--- config.mk ---
export PLATFORM = sky130hd
export DESIGN_NAME = alu32_mul_seq
export DESIGN_NICKNAME = d
export VERILOG_FILES = /design/src/rtl/alu32_mul_seq.sv
export SDC_FILE = /design/constraint.sdc
export NUM_CORES = 1
export LEC_CHECK = 0
export CAP_MARGIN = 15
export CORE_ASPECT_RATIO = 1.1
export CORE_MARGIN = 2
export CORE_UTILIZATION = 40
export CTS_CLUSTER_DIAMETER = 100
export DETAILED_ROUTE_END_ITERATION = 10
export PLACE_DENSITY = 0.72
export SYNTH_ARGS = -nofsm -noshare
export SYNTH_HDL_FRONTEND = slang
export SYNTH_SLANG_ARGS = --single-unit
--- constraint.sdc ---
create_clock -name clk -period 2.9 [get_ports clk]
set_input_delay 0.29 -clock clk [delete_from_list [all_inputs] [get_ports clk]]
set_output_delay 0.29 -clock clk [all_outputs]
set_load 0.01 [all_outputs]
--- src/rtl/alu32_mul_seq.sv ---
// Sequential 32x32 unsigned shift-and-add multiplier that borrows an external
// alu32 adder, one partial-sum add per clock, producing a 64-bit product.
module alu32_mul_seq (
    input  logic        clk,
    input  logic        reset,
    input  logic        start,
    input  logic [31:0] multiplicand,
    input  logic [31:0] multiplier,
    output logic        busy,
    output logic        done,
    output logic [63:0] product,
    output logic [31:0] alu_a,
    output logic [31:0] alu_b,
    output logic [2:0]  alu_op,
    input  logic [31:0] alu_result,
    input  logic        alu_c
);

    typedef enum logic [1:0] {
        IDLE = 2'd0,
        RUN  = 2'd1,
        DONE = 2'd2
    } state_t;

    localparam logic [2:0] ALU_OP_ADD = 3'b110;

    state_t      state_q, state_d;
    logic [31:0] m_reg_q, m_reg_d;
    logic [31:0] acc_hi_q, acc_hi_d;
    logic [31:0] acc_lo_q, acc_lo_d;
    logic [4:0]  cnt_q, cnt_d;
    logic [63:0] product_q, product_d;
    logic        busy_q, busy_d;
    logic        done_q, done_d;
    logic [63:0] shifted_s;

    // Operand steering toward the shared ALU: add M only when the current multiplier bit is set
    always_comb begin
        alu_a  = acc_hi_q;
        alu_op = ALU_OP_ADD;
        if ((state_q == RUN) && acc_lo_q[0]) begin
            alu_b = m_reg_q;
        end else begin
            alu_b = 32'h0000_0000;
        end
    end

    // 65-bit partial sum {carry, sum, low half} shifted right by one
    assign shifted_s = {alu_c, alu_result, acc_lo_q[31:1]};

    // Next-state and datapath update
    always_comb begin
        state_d   = state_q;
        m_reg_d   = m_reg_q;
        acc_hi_d  = acc_hi_q;
        acc_lo_d  = acc_lo_q;
        cnt_d     = cnt_q;
        product_d = product_q;
        case (state_q)
            IDLE: begin
                if (start) begin
                    m_reg_d  = multiplicand;
                    acc_hi_d = 32'h0000_0000;
                    acc_lo_d = multiplier;
                    cnt_d    = 5'd0;
                    state_d  = RUN;
                end else begin
                    state_d  = IDLE;
                end
            end
            RUN: begin
                acc_hi_d = shifted_s[63:32];
                acc_lo_d = shifted_s[31:0];
                cnt_d    = cnt_q + 5'd1;
                if (cnt_q == 5'd31) begin
                    product_d = shifted_s;
                    state_d   = DONE;
                end else begin
                    state_d   = RUN;
                end
            end
            DONE: begin
                state_d = IDLE;
            end
            default: begin
                state_d = IDLE;
            end
        endcase
        busy_d = (state_d == RUN) || (state_d == DONE);
        done_d = (state_d == DONE);
    end

    // State and datapath registers with synchronous reset
    always_ff @(posedge clk) begin
        if (reset) begin
            state_q   <= IDLE;
            m_reg_q   <= 32'h0000_0000;
            acc_hi_q  <= 32'h0000_0000;
            acc_lo_q  <= 32'h0000_0000;
            cnt_q     <= 5'd0;
            product_q <= 64'h0;
            busy_q    <= 1'b0;
            done_q    <= 1'b0;
        end else begin
            state_q   <= state_d;
            m_reg_q   <= m_reg_d;
            acc_hi_q  <= acc_hi_d;
            acc_lo_q  <= acc_lo_d;
            cnt_q     <= cnt_d;
            product_q <= product_d;
            busy_q    <= busy_d;
            done_q    <= done_d;
        end
    end

    assign busy    = busy_q;
    assign done    = done_q;
    assign product = product_q;

endmodule

==> out/results.tsv, run 1 <==
metric	value	unit
antenna_found_initial	0	
power	5.19	mW
path_class	reg -> out	
max_stage_delay	560	ps
holdBufCountCts	0	
dr.pass1.iters	4	
initial_core_util	41.2	%
synth-edff-count	0	
synth_common_cells	dfxtp_1, nand2_1, a21oi_1, a22o_1, nand3_1	
synth_seq_area_share	54.4	%
comb_power_share	10.3	%
synth_flop_cell	dfxtp_1	
initialDrtViolationCount	372	
finalHoldViolCount	0	
post_cts_buffers	0	
cts_resized	0	
hp-start	multiplier[4]	
antenna_cells	0	
die_area	16600	sq um
clkPwrFrac	42.1	%
die_w	123	um
cp-startpoint	state_q[0]$_SDFF_PP0_	
area_growth	46.6	%
drive_gt1_share	5.91	%
end_kind	primary output	
drc	0	
fin_skew	7.18	ps
whs	415	ps
dp_hpwl	11.3	mm
crit_chain	and2b_4, and3_1, clkdlybuf4s50_1	
dpl.cell_count	1061	
relSlewSlack	42.2	%
ant_nets	0	
dieHeight	135	um
nets	987	
power.switching	1.27	mW
grt_pass1_wl	27.7	mm
post-synth-top-count-cell	dfxtp_1	
p_int	3.92	mW
clk_pin_slew	60	ps
syn_inst	689	
place_area	8550	sq um
num_vias	5658	
grt_pass1_vias	5331	
overflow	0	
r2r-start	state_q[0]$_SDFF_PP0_	
rsz0062_at_grt	false	
peakVddDrop	0.336	mV
synth_top_cell_by_area	dfxtp_1	
ios	233	
crit_family	simple AND/OR/NAND/NOR gates	
wl	17.6	mm
synth_top_area_share	54.4	%
wl_per_cell	16.1	um
finalCritPeriodShare	87.2	%
outcome	finished clean	
grt_usage	21.2	%
path_max_fanout	49	
cts_buffers	17	
fin_cells	1093	
clock.fmax	395	MHz
setup_viol_count_final	0	
final_area	9120	sq um
netlist_area	6220	sq um
cp_num_buf_inv	1	
cp.arrival	2240	ps
worstSetupStartpointType	flip-flop	
place.gp.congestion	0.767	
synth_cell_types	27	
rows	47	
period_needed	2530	ps
crit_path_top_delay_cell	and2b_4	
grt_max_degree	77	
sw_frac_of_total	24.4	%
slew_violations	0	
cp_data_required_time	2610	ps
cts_tree	built	
pwr-share-seq	47.6	%
postSynthAreaPerCell	9.03	sq um
cts-root-buf	clkbuf_16	
synth-seq-cells	169	
nFillCells	1331	
ys_warn_count	0	
clk_latency	420	ps
via_per_inst	5.18	
setup_tns	0	ps
leakagePower	3.57	nW
io_buffers	229	
h-tree-depth	4	
min_path_type	in -> reg	
core_region_area	15100	sq um
worst-slew-pin-transition	867	ps
clockBufferDepth	2	
cts_sinks	169	
synthArstFlopShare	0	%
drv_cap	0	
powerDensity	569	nW/um^2
synthTopCellsByArea	dfxtp_1, a22o_1, nand2_1	
-- layer usage --
metal  vias to the layer above  routed length, um  GRT usage, %
li1                       2794                  -             -
met1                      2674               7540          27.3
met2                       166               8530          34.0
met3                        24               1180          5.66
met4                         0                346          8.17
met5                         -                  0             0
-- registers in the layout (all words and copies together) (netlist names) --
name	count
product	64
acc_lo_q	32
state_q	2
alu_a	32
cnt_q	5
busy	1
done	1
m_reg_q	32
-- worst paths after layout --
kind / to / slack (ps) / cells past startpoint
worst max-delay path: alu_b[7] / 370 / 3
worst min-delay path: acc_lo_q[4]$_SDFFE_PP0P_ / 410 / 3
worst max register to register: acc_lo_q[9]$_SDFFE_PP0P_ / 870 / 4
worst min register to register: m_reg_q[14]$_SDFFE_PP0N_ / 450 / 2
-- power by group through the flow --
stage	sequential, mW	combinational [mW]	clock (mW)
CTS	2.47	0.538	2.23
floorplan	2.52	0.266	0
global placement	2.52	0.530	0
global route	2.48	0.588	2.33
finish	2.47	0.534	2.19
detailed placement	2.52	0.534	0
-- kinds of logic (layout without fill, tap and decap cells) --
family | after synthesis | in the layout | synth area share [%]
simple gates | 245 | 245 | 17.5
compound gates | 202 | 202 | 21.9
flops | 169 | 169 | 54.4
buf+inv | 68 | 275 | 5.47
fa+ha+maj | 3 | 3 | 0.604
other cells | 2 | 3 | 0.121
-- stage by stage --
step,worst slack (ps),util (%)
finish,371,60.3
global route,227,60.3
global placement,873,56.6
detailed placement,823,56.6
CTS,348,60.3
floorplan,1200,-
-- worst min-delay path, cell delays in order --
cell,delay [ps]
clkdlybuf4s50_1,390
nand2_1,50
a211oi_1,50
-- cell usage in the layout (no fill, tap or decap), drive strengths merged, types with 2 or more instances in the layout --
cell type,netlist,layout
clkinvlp,0,2
dfxtp,169,169
nor3b,2,2
and3,33,33
clkdlybuf4s50,0,228
clkbuf,29,22
ha,3,3
nand2,133,133
a211oi,34,34
a21oi,100,100
nor2,34,34
clkinv,0,6
buf,39,15
conb,2,3
nand3,36,36
a22o,64,64
-- final cells by class --
cell class | instances | area, sq um | share of cell area, %
Sequential cell | 169 | 3380 | 37.1
Multi-Input combinational cell | 453 | 2520 | 27.6
Timing Repair Buffer | 243 | 2410 | 26.4
Clock buffer | 22 | 474 | 5.20
Tap cell | 196 | 245 | 2.69
Clock inverter | 10 | 93.8 | 1.03
Power figures use the tool's default switching activity.
==> run 2: changes to the inputs <==
--- a/config.mk
+++ b/config.mk
@@ -8,10 +8,11 @@
 export CAP_MARGIN = 15
 export CORE_ASPECT_RATIO = 1.1
 export CORE_MARGIN = 2
-export CORE_UTILIZATION = 40
+export CORE_UTILIZATION = 47
 export CTS_CLUSTER_DIAMETER = 100
 export DETAILED_ROUTE_END_ITERATION = 10
-export PLACE_DENSITY = 0.72
+export PLACE_DENSITY = 0.82
+export SKIP_CTS_REPAIR_TIMING = 1
 export SYNTH_ARGS = -nofsm -noshare
 export SYNTH_HDL_FRONTEND = slang
 export SYNTH_SLANG_ARGS = --single-unit
==> constraint.sdc (replaced) <==
create_clock -name clk -period 2.9 [get_ports clk]
set_input_delay 0.29 -clock clk [delete_from_list [all_inputs] [get_ports clk]]
set_output_delay 0.29 -clock clk [all_outputs]
set_load 0.005 [all_outputs]
==> out/results.tsv, run 2 (synthesis gave the netlist of run 1 again) <==
metric	value	unit
layout_commonest_cell	clkdlybuf4s50_1	
overflow	0	
die_w	114	um
clk_latency	420	ps
setup_tns	0	ps
relSlewSlack	39.0	%
initial_core_util	47.7	%
cts_tree	built	
ant_nets	0	
antenna_found_initial	0	
grt_max_degree	71	
grt_usage	24.7	%
ff2ff_path_depth	6	
nFillCells	1011	
drive_gt1_share	5.37	%
clock.fmax	408	MHz
peakVddDrop	0.320	mV
largest_reg_flops	64	
wl_per_cell	16.7	um
initialDrtViolationCount	408	
slew_violations	0	
wl	17.6	mm
path_class	reg -> out	
cts_buffers	17	
top_usage_layer	met2	
regToRegSetupSlack	800	ps
via_per_inst	5.52	
cp_data_required_time	2610	ps
leakagePower	3.57	nW
rsz0062_at_grt	false	
clk_pin_slew	60	ps
powerDensity	582	nW/um^2
rows	44	
finalCritPeriodShare	84.5	%
nets	985	
grtUsageMet1	30.1	%
cts-root-buf	clkbuf_16	
final_cell_mix	clkdlybuf4s50_1, dfxtp_1, nand2_1, a21oi_1, a22o_1	
core_region_area	13000	sq um
cp-startpoint	acc_lo_q[0]$_SDFFE_PP0P_	
grt_pass1_wl	28.3	mm
cts_sinks	169	
end_kind	primary output	
dr.pass1.iters	4	
h-tree-depth	4	
dp_hpwl	11.5	mm
use_met3	5.89	%
r2r-start	cnt_q[0]$_SDFFE_PP0P_	
period_needed	2450	ps
num_vias	5828	
dieHeight	125	um
r2r_end	product[41]$_SDFFE_PP0P_	
worstSetupStartpointType	flip-flop	
clockBufferDepth	2	
fin_skew	9.39	ps
drv_cap	0	
setup_viol_count_final	0	
drc	0	
cp-endpoint	alu_b[1]	
finalHoldViolCount	0	
min_path_type	in -> reg	
outcome	finished clean	
die_area	14200	sq um
path_max_fanout	33	
worst-slew-pin-transition	913	ps
use_met2	40.9	%
power	5.29	mW
area_growth	45.9	%
cp.arrival	2160	ps
ios	233	
place.gp.congestion	0.788	
io_buffers	229	
antenna_cells	0	
grt_pass1_vias	5752	
==> run 2: cell types whose count changed in the layout (fill, tap and decap cells not counted), sizes merged <==
cell / before / now
bufinv: 1 / 3
clkinvlp: 2 / 0
buf: 15 / 13
clkinv: 6 / 3
clkbuf: 22 / 24
==> run 2: where the power goes <==
| part | internal (mW) | total, mW | switching [mW] |
|---|---|---|---|
| registers | 2.41 | 2.48 | 0.0662 |
| logic | 0.252 | 0.512 | 0.261 |
| clock network | 1.42 | 2.29 | 0.876 |
| total | 4.08 | 5.29 | 1.20 |
==> run 2: metal layers <==
layer	wire length (um)	up-vias
li1	-	2784
met1	7180	2757
met2	8710	239
met3	1080	48
met4	659	0
met5	0	-
==> run 2: area by class of cell <==
| cell class | instances | area, sq um | share of cell area (%) |
|---|---|---|---|
| clock inverter | 7 | 114 | 1.25 |
| sequential | 169 | 3380 | 37.3 |
| multi-input combinational | 453 | 2520 | 27.7 |
| clock buffer | 24 | 482 | 5.31 |
| tap | 161 | 201 | 2.22 |
| timing repair buffer | 241 | 2380 | 26.2 |
==> run 2: worst min-delay path by stage <==
stage,cells after the start,start,endpoint,slack (ps)
5_1_grt,3,multiplicand[10],m_reg_q[10]$_SDFFE_PP0N_,410
2_1_floorplan,1,alu_result[0],product[31]$_SDFFE_PP0P_,420
6_report,3,multiplicand[24],m_reg_q[24]$_SDFFE_PP0N_,420
3_5_place_dp,2,m_reg_q[31]$_SDFFE_PP0N_,m_reg_q[31]$_SDFFE_PP0N_,440
3_3_place_gp,2,m_reg_q[3]$_SDFFE_PP0N_,m_reg_q[3]$_SDFFE_PP0N_,440
4_1_cts,3,multiplicand[24],m_reg_q[24]$_SDFFE_PP0N_,400
==> run 2: worst max-delay path, cell delays in order (launching register included) <==
cell	delay [ps]
dfxtp_1	910
and3_1	310
clkdlybuf4s50_1	510
==> run 2: per-stage QoR <==
step           utilization (%)  setup WS (ps)  instances  hold WS, ps  instance area (sq um)
2_1_floorplan                -           1200        690          416                   6220
3_3_place_gp              65.0            653       1024          438                   8480
3_5_place_dp              65.0            563       1024          443                   8480
4_1_cts                   69.6            444       1055          403                   9080
5_1_grt                   69.6            309       1055          413                   9080
6_report                  69.6            448       1055          416                   9080
==> run 3: changes to the inputs <==
--- a/config.mk
+++ b/config.mk
@@ -8,10 +8,10 @@
 export CAP_MARGIN = 15
 export CORE_ASPECT_RATIO = 1.1
 export CORE_MARGIN = 2
-export CORE_UTILIZATION = 47
+export CORE_UTILIZATION = 44
 export CTS_CLUSTER_DIAMETER = 100
 export DETAILED_ROUTE_END_ITERATION = 10
-export PLACE_DENSITY = 0.82
+export PLACE_DENSITY = 0.78
 export SKIP_CTS_REPAIR_TIMING = 1
 export SYNTH_ARGS = -nofsm -noshare
 export SYNTH_HDL_FRONTEND = slang
==> constraint.sdc (replaced) <==
create_clock -name clk -period 2.3 [get_ports clk]
set_input_delay 0.23 -clock clk [delete_from_list [all_inputs] [get_ports clk]]
set_output_delay 0.23 -clock clk [all_outputs]
set_load 0.005 [all_outputs]
==> out/results.tsv, run 3 (synthesis gave the netlist of run 1 again) <==
metric	value	unit
area_growth	48.4	%
finalCritPeriodShare	94.7	%
wl	17.3	mm
antenna_cells	0	
grt_max_degree	61	
relSlewSlack	48.7	%
grt_pass1_wl	27.5	mm
wl_met3	1.04	mm
end_kind	primary output	
power	6.73	mW
io_buffers	229	
peakVddDrop	0.465	mV
wl_met2	8.31	mm
outcome	finished clean	
whs	225	ps
p_int	5.17	mW
rsz0062_at_grt	false	
rows	45	
power.switching	1.56	mW
place_ws	194	ps
clockBufferDepth	2	
die_w	117	um
setup_tns	0	ps
h-tree-depth	4	
powerDensity	729	nW/um^2
fin_skew	8.90	ps
period_needed	2180	ps
initialDrtViolationCount	496	
pwr-share-seq	46.2	%
die_area	15100	sq um
ant_nets	0	
clk_latency	420	ps
place.gp.congestion	0.769	
grt_usage	22.4	%
grt_pass1_vias	5452	
drive_gt1_share	6.44	%
cts-root-buf	clkbuf_16	
top_layer_used	met4	
cts_tree	built	
wl_per_cell	15.9	um
largest_reg_flops	64	
initial_core_util	45.1	%
fin_cells	1088	
layout_commonest_cell	clkdlybuf4s50_1	
via_per_inst	5.15	
cp_data_required_time	2070	ps
slew_violations	0	
cts_sinks	169	
fin_ws	121	ps
ios	233	
worstSetupStartpointType	flip-flop	
dr.pass1.iters	5	
wl_met1	7.45	mm
cts_buffers	17	
drc	0	
setup_viol_count_final	0	
overflow	0	
clk_pin_slew	60	ps
clock.fmax	459	MHz
num_vias	5600	
dp_hpwl	11.2	mm
sw_frac_of_total	23.1	%
nets	991	
cp.arrival	1950	ps
antenna_found_initial	0	
path_max_fanout	22	
final_cell_mix	clkdlybuf4s50_1, dfxtp_1, nand2_1, a21oi_1, a22o_1	
path_class	reg -> out	
core_region_area	13800	sq um
finalHoldViolCount	0	
comb_power_share	10.0	%
dieHeight	129	um
dpl.cell_count	1056	
drv_cap	0	
min_path_type	in -> reg	
worst-slew-pin-transition	768	ps
clkPwrFrac	43.8	%
leakagePower	3.61	nW
nFillCells	1149	
==> run 3: changes by cell type in the layout (fill, tap and decap cells not counted) <==
| cell | delta |
|---|---|
| clkinvlp_4 | +3 |
| buf_12 | +4 |
| buf_4 | +1 |
| and2b_4 | +1 |
| clkinv_4 | +1 |
| clkinv_2 | -3 |
| inv_6 | +1 |
| dfxtp_1 | -2 |
| clkbuf_1 | -2 |
| dfxtp_2 | +2 |
==> run 3: per-stage QoR <==
stage | utilization, % | cell area (sq um)
finish | 66.9 | 9230
global route | 66.9 | 9230
CTS | 66.8 | 9220
detailed placement | 62.4 | 8600
global placement | 62.4 | 8600
floorplan | - | 6220
==> run 3: final cells by class <==
type                       count  area [sq um]  area share [%]
multi-input combinational    454          2530            27.4
sequential                   169          3390            36.7
tap                          188           235            2.55
clock buffer                  22           474            5.14
timing repair buffer         246          2470            26.7
clock inverter                 9           139            1.51
==> run 3: power by group through the flow <==
| stage | registers [mW] | logic [mW] | clock network, mW |
|---|---|---|---|
| 2_1_floorplan | 3.16 | 0.332 | 0 |
| 3_5_place_dp | 3.17 | 0.671 | 0 |
| 5_1_grt | 3.13 | 0.743 | 3.11 |
| 4_1_cts | 3.11 | 0.676 | 3.00 |
| 3_3_place_gp | 3.17 | 0.662 | 0 |
| 6_report | 3.11 | 0.673 | 2.95 |
==> run 3: layer usage <==
| metal | global-route usage, % | vias to the layer above |
|---|---|---|
| met2 | 36.8 | 200 |
| met5 | 0 | - |
| met3 | 5.81 | 30 |
| met4 | 9.28 | 0 |
| li1 | - | 2796 |
| met1 | 28.2 | 2574 |
==> run 3: worst paths after layout <==
kind              cells after the start  slack, ps                         to                     start
setup / recovery                      3        120                  alu_b[16]     state_q[1]$_SDFF_PP0_
hold / removal                        2        220  acc_lo_q[20]$_SDFFE_PP0P_                     reset
setup reg to reg                      6        220    product[0]$_SDFFE_PP0P_     cnt_q[0]$_SDFFE_PP0P_
hold reg to reg                       2        450   m_reg_q[23]$_SDFFE_PP0N_  m_reg_q[23]$_SDFFE_PP0N_
==> run 3: critical path: stages, from the launching register on <==
cell and delay (ps):
dfxtp_2 360, and2b_4 460, and3_1 210, clkdlybuf4s50_1 500
